`src/rtl/rodata_load_unit.sv`:
```
// Sequential RISC-V load front-end for the read-only data ROM (byte/half/word, sign/zero extend).
// Latency handshake->resp_valid: 2 cycles aligned, 3 word-crossing (two ROM reads), 1 on fault.
// Backpressure: one request in flight; req_ready only in IDLE, response held until resp_ready.
module rodata_load_unit #(
   parameter int XLEN             = 32,
   parameter bit ALLOW_MISALIGNED = 1'b1
) (
   input  logic            i_clk,
   input  logic            i_rst,
   input  logic            i_req_valid,
   output logic            o_req_ready,
   input  logic [XLEN-1:0] i_req_addr,
   input  logic [2:0]      i_req_funct3,
   output logic [XLEN-1:0] o_rom_addr,
   input  logic [XLEN-1:0] i_rom_rdata,
   output logic            o_resp_valid,
   input  logic            i_resp_ready,
   output logic [XLEN-1:0] o_resp_data,
   output logic            o_resp_fault
);

   typedef enum logic [1:0] {
      IDLE  = 2'd0,
      READ0 = 2'd1,
      READ1 = 2'd2,
      RESP  = 2'd3
   } state_t;

   state_t          state, state_nxt;
   logic [1:0]      offset_q;
   logic [2:0]      funct3_q;
   logic [XLEN-1:0] word0_q;
   logic [XLEN-1:0] rom_addr_q;
   logic [XLEN-1:0] resp_data_q;
   logic            resp_fault_q;

   logic              req_fire;
   logic              req_illegal;
   logic              req_fault;
   logic              lat_cross;
   logic [XLEN-1:0]   word0_src;
   logic [XLEN-1:0]   word1_src;
   logic [2*XLEN-1:0] shifted;
   logic [XLEN-1:0]   result;

   function automatic logic [2:0] size_of(input logic [1:0] sz);
      case (sz)
         2'b00:   return 3'd1;
         2'b01:   return 3'd2;
         default: return 3'd4;
      endcase
   endfunction

   function automatic logic crosses(input logic [1:0] off, input logic [1:0] sz);
      return ({1'b0, off} + size_of(sz)) > 3'd4;
   endfunction

   assign o_req_ready  = (state == IDLE);
   assign o_resp_valid = (state == RESP);
   assign o_rom_addr   = rom_addr_q;
   assign o_resp_data  = resp_data_q;
   assign o_resp_fault = resp_fault_q;

   assign req_fire    = i_req_valid & o_req_ready;
   assign req_illegal = (i_req_funct3 == 3'b011) || (i_req_funct3[2:1] == 2'b11);
   assign req_fault   = req_illegal ||
                        (!ALLOW_MISALIGNED && crosses(i_req_addr[1:0], i_req_funct3[1:0]));
   assign lat_cross   = crosses(offset_q, funct3_q[1:0]);

   // The ROM is combinational, so the word for the current read state is live on i_rom_rdata.
   always_comb begin
      word0_src = (state == READ0) ? i_rom_rdata : word0_q;
      word1_src = (state == READ1) ? i_rom_rdata : '0;
      shifted   = {word1_src, word0_src} >> {offset_q, 3'b000};
      case (funct3_q)
         3'b000:  result = {{(XLEN-8){shifted[7]}}, shifted[7:0]};
         3'b001:  result = {{(XLEN-16){shifted[15]}}, shifted[15:0]};
         3'b010:  result = shifted[XLEN-1:0];
         3'b100:  result = {{(XLEN-8){1'b0}}, shifted[7:0]};
         3'b101:  result = {{(XLEN-16){1'b0}}, shifted[15:0]};
         default: result = '0;
      endcase
   end

   always_comb begin
      state_nxt = state;
      case (state)
         IDLE:    if (req_fire) state_nxt = req_fault ? RESP : READ0;
         READ0:   state_nxt = lat_cross ? READ1 : RESP;
         READ1:   state_nxt = RESP;
         RESP:    if (i_resp_ready) state_nxt = IDLE;
         default: state_nxt = IDLE;
      endcase
   end

   always_ff @(posedge i_clk or posedge i_rst) begin
      if (i_rst) state <= IDLE;
      else       state <= state_nxt;
   end

   always_ff @(posedge i_clk or posedge i_rst) begin
      if (i_rst) begin
         offset_q     <= '0;
         funct3_q     <= '0;
         word0_q      <= '0;
         rom_addr_q   <= '0;
         resp_data_q  <= '0;
         resp_fault_q <= 1'b0;
      end else begin
         case (state)
            IDLE: begin
               if (req_fire) begin
                  offset_q <= i_req_addr[1:0];
                  funct3_q <= i_req_funct3;
                  if (req_fault) begin
                     resp_data_q  <= '0;
                     resp_fault_q <= 1'b1;
                  end else begin
                     rom_addr_q <= {i_req_addr[XLEN-1:2], 2'b00};
                  end
               end
            end
            READ0: begin
               word0_q <= i_rom_rdata;
               if (lat_cross) begin
                  rom_addr_q <= rom_addr_q + XLEN'(4);
               end else begin
                  resp_data_q  <= result;
                  resp_fault_q <= 1'b0;
               end
            end
            READ1: begin
               resp_data_q  <= result;
               resp_fault_q <= 1'b0;
            end
            default: ;
         endcase
      end
   end

endmodule

```
`config.mk`:
```
export PLATFORM = sky130hd
export DESIGN_NAME = rodata_load_unit
export DESIGN_NICKNAME = d
export VERILOG_FILES = /design/src/rtl/rodata_load_unit.sv
export SDC_FILE = /design/constraint.sdc
export NUM_CORES = 1
export LEC_CHECK = 0
export CORE_ASPECT_RATIO = 0.7
export CORE_MARGIN = 2
export CORE_UTILIZATION = 54
export DETAILED_ROUTE_END_ITERATION = 10
export PLACE_DENSITY = 0.86
export SYNTH_ARGS = -nofsm -noshare
export SYNTH_HDL_FRONTEND = slang
export SYNTH_SLANG_ARGS = --single-unit
```
`constraint.sdc`:
```
create_clock -name i_clk -period 5.5 [get_ports i_clk]
set_input_delay 1.1 -clock i_clk [delete_from_list [all_inputs] [get_ports i_clk]]
set_output_delay 1.1 -clock i_clk [all_outputs]
set_load 0.005 [all_outputs]
```
==> results.tsv <==
metric	value	unit
status	finished, final reports clean	
intPower	2.600	mW
synthToLayoutAreaGrowth	28.90	%
htreeDepth	3	
start_kind	register	
synth-edff-count	0	
multi_input_area	2924	µm²
finalCritPeriodShare	0.7321	
antenna_found_initial	0	
drcViolationCount	0	
cts_tree	done	
arrival	4.31	ns
die_w	127.4	µm
final-hold-violation-count	0	
cts_resized	0	
tightest_slew	1.053	ns
design.core.area	10360	µm²
hold_buffers	0	
routedWlPerCell	20.21	µm
ant_nets	0	
die_area	11510	µm²
regArea	2554	µm²
cts_sinks	102	
cts-buffers-inserted	9	
numPortBuffers	135	
clock_latency	0.35	ns
critical_path_class	reg -> reg	
num_rows	31	
syn_area_per_cell	9.480	µm²
diodes	0	
clock.fmax	248.4	MHz
rsz0062_at_grt	false	
skew	0.005598	ns
yosysWarnings	0	
end_kind	register	
p_switching	2.080	mW
setup_viol	0	
synth_compound_area_frac	0.2209	
hold_path.class	reg -> reg	
dp_hpwl	12240	µm
dr.pass1.iters	5	
power_density	631.0	nW/µm²
synth_xor_area_frac	0.001522	
worstPathRequired	5.79	ns
switching_share	0.4443	
track_usage	0.3034	
slew_viol_final	0	
ys_types	57	
fin_util	0.7162	
synth_fa_ha_area_frac	0.01653	
layout_commonest_cell	clkdlybuf4s50_1	
grt_pass1_vias	5014	
p_seq_frac	0.303	
synth_ff_type	dfrtp_1	
die_y	90.37	µm
synth_top_family_by_area	compound AO/OA/AOI/OAI gates	
clk_pin_slew	0.07	ns
dr.first_iter.drc_count	708	
cp_max_fo	35	
synthSimpleGateAreaFrac	0.1457	
drv_cap	0	
async_reset_ff_frac	1.000	
synth-seq-cells	102	
dr_total_vias	5479	
pin_count	138	
peakVddDrop	0.2913	mV
wl	17200	µm
power_frac_comb	0.563	
syn_area	5754	µm²
grt_pass1_wl	27390	µm
initial_core_util	0.5556	
final_nets	792	
p_leak	3.056	nW
grt_max_degree	88	
syn_inst	607	
num-fill-cells	762	
synthMuxAreaShare	0.1196	
root_buffer	clkbuf_16	
max-slew-margin-rel	0.2956	
postCtsSetupRepairBufs	0	
final.setup.tns	0	ns
clockBufferDepth	2	
layout_min_cycle_time	4.026	ns
clkPwrFrac	0.134	
final_cell_mix	135 x clkdlybuf4s50_1, 101 x dfrtp_1, 58 x a21oi_1	
overflow	0	
yosysTopAreaCellShare	0.4436	
routed_via_density	6.438	
drive_gt1_frac	0.1001	
place_area	7128	µm²
synth.area.top_cells	dfrtp_1 44%, mux2i_1 6.1%, mux2_2 5.1%	
synth_top_area_cell	dfrtp_1	
ys_seq_area_frac	0.4436	
finalWeightedCongestion	0.9655	
final_area	7417	µm²
==> flip-flops by register name (all words and copies together) (netlist names) <==
signal        flops
o_rom_addr       30
word0_q          32
state             2
o_resp_fault      1
offset_q          2
o_resp_data      32
funct3_q          3
==> layout make-up <==
| class | instances | share of cell area |
|---|---|---|
| sequential | 102 | 0.3443 |
| clock buffer | 9 | 0.03036 |
| timing repair buffer | 140 | 0.1872 |
| tap | 132 | 0.02227 |
| inverter | 25 | 0.01299 |
| clock inverter | 7 | 0.008603 |
| multi-input combinational | 436 | 0.3942 |
==> critical path, cell delays in order, from the launching register on <==
cell,delay (ns)
dfrtp_1,1.02
inv_2,0.40
fa_1,0.64
nand2b_1,0.08
a32oi_1,0.30
nand2b_1,0.09
buf_4,0.26
nor2_1,0.85
a221o_2,0.31
==> power by group through the flow <==
stage	Combinational, mW	Sequential, mW	Clock [mW]
after floorplan	1.74	1.31	0
after global placement	2.46	1.39	0
after detailed placement	2.57	1.42	0
after CTS	2.59	1.41	0.637
after global routing	2.86	1.47	0.663
final	2.63	1.42	0.627
==> cells by family after synthesis <==
kind of cell             count (synthesis)
AND/OR/NAND/NOR                        175
flip-flops                             102
adder cells (fa/ha/maj)                  7
buffers and inverters                   70
AO/OA/AOI/OAI                          188
XOR/XNOR                                 1
other                                    1
multiplexers                            63
==> per-stage QoR <==
stage | total power [mW] | hold WS, ns | std cells | worst slack, ns
floorplan | 3.055 | 0.4416 | 608 | 1.725
global placement | 3.857 | 0.4696 | 835 | 1.813
detailed placement | 3.987 | 0.4783 | 835 | 1.569
CTS | 4.632 | 0.4957 | 851 | 1.566
global route | 4.989 | 0.5132 | 851 | 1.201
finish | 4.680 | 0.4958 | 851 | 1.474
==> cell usage after synthesis, types with 3 or more instances <==
cell type	count
a31oi_1	4
nor2_1	43
buf_1	7
a21oi_1	58
o2bb2ai_1	13
dfrtp_1	102
and4_1	5
a31o_2	3
mux2_2	26
o22ai_1	20
a2bb2oi_1	10
or3_1	5
a221o_1	10
inv_1	24
nand3_1	25
buf_2	9
ha_1	6
nor3_1	6
and3_1	6
mux2i_1	35
a21o_1	3
nand2b_1	4
clkbuf_1	25
o21ai_0	36
o22a_1	4
a221o_2	10
nand2_1	57
nand4_1	11
==> final timing paths <==
check                                 start               to  slack, ns  depth (start not counted)
worst min register to register   word0_q[7]       word0_q[7]       0.50                          2
worst max-delay path            offset_q[1]  o_resp_data[17]       1.47                          8
worst max register to register  offset_q[1]  o_resp_data[17]       1.47                          8
worst min-delay path             word0_q[7]       word0_q[7]       0.50                          2
max in group asynchronous             i_rst   o_rom_addr[15]       3.21                          3
min in group asynchronous             i_rst    o_rom_addr[3]       1.24                          2
==> routing by layer <==
metal | wire, µm | vias up | track usage
met5 | 0 | - | 0
met3 | 1936 | 23 | 0.08768
met1 | 7524 | 2677 | 0.4647
met2 | 7522 | 318 | 0.4234
li1 | - | 2461 | -
met4 | 216 | 0 | 0.07234
Note: power is estimated with default switching activity, not from simulation.
